<file path="src/rtl/t_lut_sweep_ctrl.sv">
// Temporal-LUT sweep controller: round-robin arbitration of one shared sweep counter,
// unary pulse generation per granted request, and a tagged response handshake.
`ifndef INPUT_WIDTH
`define INPUT_WIDTH 8
`endif

module t_lut_sweep_ctrl #(
  parameter int INPUT_WIDTH = `INPUT_WIDTH,
  parameter int NUM_REQ     = 4,
  parameter int ID_W        = (NUM_REQ > 1) ? $clog2(NUM_REQ) : 1
) (
  input  logic                           clk,
  input  logic                           rst,
  input  logic [NUM_REQ-1:0]             req_valid,
  input  logic [NUM_REQ*INPUT_WIDTH-1:0] req_data,
  output logic [NUM_REQ-1:0]             req_ready,
  input  logic [INPUT_WIDTH-1:0]         cnt_val,
  output logic                           cnt_en,
  input  logic                           abort,
  output logic                           pulse_out,
  output logic                           busy,
  output logic                           rsp_valid,
  output logic [ID_W-1:0]                rsp_id,
  input  logic                           rsp_ready,
  output logic                           sync_err
);

  typedef enum logic [1:0] {IDLE, SWEEP, DRAIN, RESP} state_e;

  localparam logic [INPUT_WIDTH-1:0] CNT_MAX  = '1;
  localparam logic [ID_W-1:0]        LAST_IDX = ID_W'(NUM_REQ - 1);

  state_e                 state_q, state_d;
  logic [ID_W-1:0]        rr_ptr_q, rr_ptr_d;
  logic [ID_W-1:0]        id_q, id_d;
  logic [INPUT_WIDTH-1:0] data_q, data_d;
  logic                   pulse_q, pulse_d;
  logic                   sync_err_q, sync_err_d;

  logic                   cnt_zero, cnt_last;
  logic                   gnt_found;
  logic [ID_W-1:0]        gnt_idx;

  assign cnt_zero = (cnt_val == '0);
  assign cnt_last = (cnt_val == CNT_MAX);

  // Round-robin search starting at rr_ptr; first valid index wins.
  always_comb begin
    int idx;
    gnt_found = 1'b0;
    gnt_idx   = '0;
    idx       = 0;
    for (int k = 0; k < NUM_REQ; k++) begin
      idx = (int'(rr_ptr_q) + k) % NUM_REQ;
      if (!gnt_found && req_valid[idx[ID_W-1:0]]) begin
        gnt_found = 1'b1;
        gnt_idx   = idx[ID_W-1:0];
      end
    end
  end

  // NOTE: sequential state uses non-blocking assignments so every register samples pre-edge values.
  always_ff @(posedge clk) begin
    if (rst) begin
      state_q    <= IDLE;
      rr_ptr_q   <= '0;
      id_q       <= '0;
      data_q     <= '0;
      pulse_q    <= 1'b0;
      sync_err_q <= 1'b0;
    end else begin
      state_q    <= state_d;
      rr_ptr_q   <= rr_ptr_d;
      id_q       <= id_d;
      data_q     <= data_d;
      pulse_q    <= pulse_d;
      sync_err_q <= sync_err_d;
    end
  end

  // NOTE: every combinational output gets a default first, so no path can infer a latch.
  always_comb begin
    state_d    = state_q;
    rr_ptr_d   = rr_ptr_q;
    id_d       = id_q;
    data_d     = data_q;
    sync_err_d = sync_err_q;
    pulse_d    = 1'b0;
    unique case (state_q)
      IDLE: begin
        if (gnt_found) begin
          if (cnt_zero) begin
            id_d     = gnt_idx;
            data_d   = req_data[gnt_idx*INPUT_WIDTH +: INPUT_WIDTH];
            rr_ptr_d = (gnt_idx == LAST_IDX) ? '0 : gnt_idx + 1'b1;
            state_d  = SWEEP;
          end else begin
            sync_err_d = 1'b1;
          end
        end
      end
      SWEEP: begin
        pulse_d = !abort && (cnt_val < data_q);
        // Abort on the final count skips DRAIN: the counter is already wrapping.
        if (abort)         state_d = cnt_last ? IDLE : DRAIN;
        else if (cnt_last) state_d = RESP;
      end
      DRAIN: if (cnt_last)  state_d = IDLE;
      RESP:  if (rsp_ready) state_d = IDLE;
      default: state_d = IDLE;
    endcase
  end

  always_comb begin
    req_ready = '0;
    cnt_en    = 1'b0;
    rsp_valid = 1'b0;
    rsp_id    = '0;
    unique case (state_q)
      IDLE: begin
        if (gnt_found && cnt_zero) req_ready[gnt_idx] = 1'b1;
        // A pending request with a misaligned counter walks it back to zero.
        cnt_en = gnt_found && !cnt_zero;
      end
      SWEEP, DRAIN: cnt_en = 1'b1;
      RESP: begin
        rsp_valid = 1'b1;
        rsp_id    = id_q;
      end
      default: ;
    endcase
  end

  assign busy      = (state_q != IDLE);
  assign pulse_out = pulse_q;
  assign sync_err  = sync_err_q;

endmodule
</file>
<file path="config.mk">
export PLATFORM = sky130hd
export DESIGN_NAME = t_lut_sweep_ctrl
export DESIGN_NICKNAME = d
export VERILOG_FILES = /design/src/rtl/t_lut_sweep_ctrl.sv
export SDC_FILE = /design/constraint.sdc
export NUM_CORES = 1
export LEC_CHECK = 0
export CAP_MARGIN = 20
export CORE_MARGIN = 2
export CORE_UTILIZATION = 25
export DETAILED_ROUTE_END_ITERATION = 10
export HOLD_SLACK_MARGIN = 0.06
export PLACE_DENSITY = 0.5
export RECOVER_POWER = 50
export SYNTH_ARGS = -nofsm -noshare
export SYNTH_HDL_FRONTEND = slang
export SYNTH_SLANG_ARGS = --single-unit
</file>
<file path="constraint.sdc">
create_clock -name clk -period 3.3 [get_ports clk]
set_clock_uncertainty 0.15 [all_clocks]
set_input_delay 0.495 -clock clk [delete_from_list [all_inputs] [get_ports clk]]
set_output_delay 0.495 -clock clk [all_outputs]
set_load 0.01 [all_outputs]
</file>
==> flow_summary.toml, run 1 <==
[global_route]
grt_pass1_wl_mm = 5.74
antenna_found_initial = 0
globalRoute.totalOverflow = 0
largest_net_degree_at_the_start_of_global_routing = 19
via_count_of_the_first_global_routing_pass = 1331
groute.usage.overall = 0.128

[final_layout]
flow.area_growth_from_synthesis_pct = 61.6
fin_nets = 279
drive_gt1_frac = 0.147
number_of_antenna_diodes = 0

[timing]
finalMaxSlewViolations = 0
timing.fmax_ghz = 0.314
rel_slew_slack = 0.609
tightestPinTransition_ps = 585
final_hold_viol_count = 0
grt_setup_unrepaired = "no"
setup_viol = 0
final_min_period_over_clock_period = 0.964
hold_slack_ps = 305
finalSetupTns_ps = 0
period_needed_ps = 3180

[cts]
clock_insertion_delay_worst_skew_ps = 250
cts.reportedPaths.clkPinSlew_ps = 70
clock_tree.htree_level_count = 1
cts.sinks = 16
cts.repair_timing.setup_buffer_count = 0
tritoncts = "done"
cts_hold_buffers = 0
max-clock-path-buffers = 2
clk_root_buffer_cell = "clkbuf_8"
cts_inserted_buffers = 3

[die]
floorplan.die.width_um = 75.7
placement_rows = 26
starting_density_of_the_core = 0.255
io_pins = 59
die_height_um = 75.7
floorplan.core_area_mm2 = 0.00504
dieArea_mm2 = 0.00572

[setup_path]
critical_path_required_ps = 3320
start_kind = "input pin"
critical_path_peak_fanout = 14
worst_ep_arrival_time_ps = 3200
critPathCaptureType = "flop"
worst-setup-path-type = "in2reg"

[outcome]
outcome = "finished, final reports clean"

[drt]
routedWlPerCell_um = 12.2
postRouteAntennaNets = 0
detail_route.iter0.violations = 33
drtPass1Iterations = 4
routed-via-count = 1279
routed_wirelength_mm = 3.51
routed_via_density = 4.46
drc_errors_left = 0

[placed_design]
dp.final_hpwl_mm = 2.94
place.port_buffers = 58
routabilityCongestion = 0.726

[synthesis]
synth_top_cell_by_area = "dfxtp_1"
netlist-cell-type-count = 36
synth.most_common_cell = "mux2i_1"
async_reset_ff_frac = 0
yosysTopAreaCellShare = 0.250
synth-main-ff-cell = "dfxtp_1"
yosysWarnings = 0
synth_enable_flop_cells = 0
synthTopCellsByCount = "18 x mux2i_1, 16 x dfxtp_1, 16 x inv_1, 13 x ha_1, 12 x nor2_1"
synth.ff_latch_count = 16
synth_seq_area_share = 0.250
postSynthNetCount = 206
synth_top_cells_by_area = "dfxtp_1 25%, mux2i_1 14%, ha_1 13%, o221ai_2 9.4%, inv_1 4.7%"
syn_area_per_cell_um2 = 8.85
synthCells = 145
netlist_area_mm2 = 0.00128

[flow_run]
max_cap_viol = 0

[worst_hold_path]
min_path_type = "reg2reg"

[power]
static-leakage-power_uw = 0.000889
ir_drop_v = 0.000140
power_uw = 622
power-per-cell-area_mw_per_mm2 = 300
[worst max-delay path, cell delays in order]
cell	delay, ps
dlygate4sd3_1	560
or4_4	420
or4_1	510
buf_4	170
buf_4	180
or3b_1	600
o221ai_2	260
[cells by family after synthesis]
logic type | after synthesis | share of synthesized area
and+or+nand+nor | 47 | 0.212
muxes | 18 | 0.140
buffers and inverters | 23 | 0.0750
adders and majority gates | 13 | 0.127
AOI/OAI and AO/OA | 28 | 0.197
DFF | 16 | 0.250
[metal layers]
metal,vias to the layer above,GRT usage,part of all wire
li1,667,-,-
met5,-,0,0
met4,0,0.0175,0
met1,576,0.163,0.43
met3,0,0.0251,0.057
met2,36,0.229,0.52
[layout make-up]
cell class | count | area (um2)
clock buffer | 4 | 55.1
fill | 518 | 2970
inverter | 16 | 60.1
multi-input combinational | 106 | 867
sequential | 16 | 320
tap | 70 | 87.6
timing repair buffer | 75 | 684
[final timing paths]
| kind | from | end | slack (ps) | depth (start not counted) |
|---|---|---|---|---|
| worst min register to register | id_q[0] | id_q[0] | 300 | 2 |
| worst max register to register | state_q[0] | data_q[6] | 600 | 8 |
| worst min-delay path | id_q[0] | id_q[0] | 300 | 2 |
| worst max-delay path | cnt_val[7] | data_q[6] | 120 | 7 |
[report_power, final]
part	switching [uW]	internal [uW]	total (uW)
sequential	8.68	203	211
combinational	103	130	233
clock	71.9	106	178
[flip-flops by register name, indices dropped and copies added, names as in the netlist]
register / count
data_q: 8
id_q: 2
pulse_out: 1
rr_ptr_q: 2
state_q: 2
sync_err: 1
[metrics by stage]
step	instances	setup slack, ps	area (um2)	utilization
after floorplan	145	476	1280	-
after global placement	283	-279	2040	0.405
after detailed placement	283	-281	2040	0.405
after CTS	287	16.4	2090	0.415
after global routing	287	41.9	2070	0.411
final	287	118	2070	0.411
[layout by cell type, fill, tap and decap left out, types with 3 or more instances in the layout]
cell,n
o221ai_2,8
nand2b_1,4
mux2i_1,18
clkbuf_2,3
nand2_1,4
dfxtp_1,16
and2_1,3
dlygate4sd3_1,7
nand3b_1,8
nor2_1,12
ha_1,13
clkbuf_8,4
inv_1,16
buf_4,15
clkdlybuf4s50_1,47
a21oi_1,9
[timing repair]
| item | CTS | global route |
|---|---|---|
| resized for setup | 5 | 7 |
| cloned | 0 | 0 |
| endpoints found under the setup margin | 4 | 3 |
No activity file was read; power rests on OpenSTA's default activity.
==> inputs of run 2 (changes only) <==
--- a/config.mk
+++ b/config.mk
@@ -11,7 +11,7 @@
 export DETAILED_ROUTE_END_ITERATION = 10
 export HOLD_SLACK_MARGIN = 0.06
 export PLACE_DENSITY = 0.5
-export RECOVER_POWER = 50
+export RECOVER_POWER = 100
 export SYNTH_ARGS = -nofsm -noshare
 export SYNTH_HDL_FRONTEND = slang
 export SYNTH_SLANG_ARGS = --single-unit
==> run 2 against run 1 <==
Critical path depth fell by 1. Global-route usage did not move. Combinational power barely moved. Register-to-register slack improved by 20 ps. Count of clock-buffer cells in the layout did not move. Cell area fell by 0.48%. Final cell count did not move.
==> flow_summary.toml, run 2 (synthesized netlist as in run 1, its figures left out) <==
[global_route]
via_count_of_the_first_global_routing_pass = 1331
groute.usage.overall = 0.128
largest_net_degree_at_the_start_of_global_routing = 19
grt_pass1_wl_mm = 5.74
globalRoute.totalOverflow = 0
antenna_found_initial = 0

[power]
switchingPower_uw = 184
proportion_of_power_drawn_by_flip_flops_and_latches = 0.340
sw_frac_of_total = 0.295
power.internal_uw = 439
power-per-cell-area_mw_per_mm2 = 301
power.share.combinational = 0.373
power_uw = 622
static-leakage-power_uw = 0.000878
ir_drop_v = 0.000142
clkPwrFrac = 0.287

[cts]
max-clock-path-buffers = 2
cts.repair_timing.setup_buffer_count = 0
tritoncts = "done"
clock_insertion_delay_worst_skew_ps = 250
cts.sinks = 16
cts_hold_buffers = 0
cts.reportedPaths.clkPinSlew_ps = 70
cts_inserted_buffers = 3
clk_root_buffer_cell = "clkbuf_8"
clock_tree.htree_level_count = 1

[setup_path]
number_of_cells_traversed_by_the_worst_register_to_register_path = 8
worst-setup-path-type = "in2out"
worstReg2RegEnd = "data_q[5]"
critPathSlowestCell = "dlygate4sd3_1"
start_kind = "input pin"
critical_path_peak_fanout = 2
cp_max_stage_delay_ps = 560
reg_to_reg_startpoint = "state_q[0]"
rrSetupSlack_ps = 620
worst_ep_arrival_time_ps = 2550
worstPathCellList = "dlygate4sd3_1 -> or4_4 -> or4_1 -> or2_2 -> nor2_1 -> clkbuf_1"
critPathCaptureType = "output pin"
critical_path_required_ps = 2650

[final_layout]
flow.area_growth_from_synthesis_pct = 60.8
fin_nets = 279
regMostFlops = "data_q"
ff_latch_area_um2 = 320
mostFrequentLayoutCell = "clkdlybuf4s50_1"
number_of_antenna_diodes = 0
largest_register_ff_count = 8
most-common-layout-cells = "47 x clkdlybuf4s50_1, 18 x mux2i_1, 16 x inv_1, 16 x dfxtp_1, 15 x buf_4"
nFillCells = 523
area_of_combinational_cells_with_multiple_inputs_um2 = 861
drive_gt1_frac = 0.129

[die]
io_pins = 59
die_height_um = 75.7
dieArea_mm2 = 0.00572
floorplan.core_area_mm2 = 0.00504
placement_rows = 26
floorplan.die.width_um = 75.7
starting_density_of_the_core = 0.255

[drt]
routedWlPerCell_um = 12.2
routed-via-count = 1280
drc_errors_left = 0
drtPass1Iterations = 4
detail_route.iter0.violations = 35
routed_via_density = 4.46
routed_wirelength_mm = 3.50
postRouteAntennaNets = 0

[worst_hold_path]
holdPathStages = 2
hp-start = "id_q[0]"
min_path_type = "reg2reg"
timing.hold.worst_endpoint = "id_q[0]"

[timing]
grt_setup_unrepaired = "no"
rel_slew_slack = 0.618
tightestPinTransition_ps = 572
finalSetupTns_ps = 0
finalMaxSlewViolations = 0
timing.fmax_ghz = 0.313
period_needed_ps = 3200
hold_slack_ps = 305
setup_viol = 0
final_hold_viol_count = 0
final_min_period_over_clock_period = 0.968

[placed_design]
routabilityCongestion = 0.726
place.port_buffers = 58
dp.final_hpwl_mm = 2.94

[flow_run]
max_cap_viol = 0

[outcome]
outcome = "finished, final reports clean"
run 2: cell counts in the layout (fill, tap and decap cells not counted):
Identical to the previous run, type by type.
run 2: layout make-up:
cell class	instances	area share
multi-input cells	106	0.417
repair buffers	75	0.330
flip-flops and latches	16	0.155
well taps	70	0.0424
inverters	16	0.0291
clock buffers	4	0.0267
run 2: worst max-delay path, delay by kind of cell:
| kind | cells | cell delay [ps] |
|---|---|---|
| and+or+nand+nor | 4 | 1330 |
| buffers and inverters | 2 | 720 |
run 2: worst max path at each step:
stage                             from      endpoint  slack (ps)  cells after the start
after floorplan           req_valid[1]  req_ready[2]         480                      7
after global placement      cnt_val[4]  req_ready[1]        -280                      6
after detailed placement    cnt_val[4]  req_ready[1]        -280                      6
after CTS                   cnt_val[4]  req_ready[1]          20                      6
after global routing        cnt_val[7]     data_q[5]          30                      7
final                       cnt_val[7]  req_ready[1]         100                      6
run 2: power groups by stage:
| stage | logic [uW] | clock network, uW | registers [uW] |
|---|---|---|---|
| finish | 232 | 178 | 211 |
| global route | 256 | 194 | 213 |
| CTS | 239 | 185 | 212 |
| detailed placement | 239 | 0 | 216 |
| global placement | 232 | 0 | 215 |
| floorplan | 110 | 0 | 216 |
run 2: repair_timing:
item | in CTS | in global routing
gates resized for setup | 5 | 7
hold endpoints to repair | 0 | 0
setup endpoints to repair | 4 | 3
run 2: metrics by stage:
stage	util	std cells	setup WS [ps]	instance area, um2
finish	0.409	287	105	2060
global route	0.409	287	33.5	2060
CTS	0.415	287	16.4	2090
detailed placement	0.405	283	-281	2040
global placement	0.405	283	-279	2040
floorplan	-	145	476	1280
run 2: layer usage:
layer | up-vias | routed length, um | track usage | part of all wire
li1 | 669 | - | - | -
met5 | - | 0 | 0 | 0
met1 | 575 | 1480 | 0.163 | 0.42
met3 | 0 | 201 | 0.0251 | 0.057
met4 | 0 | 0 | 0.0175 | 0
met2 | 36 | 1820 | 0.229 | 0.52
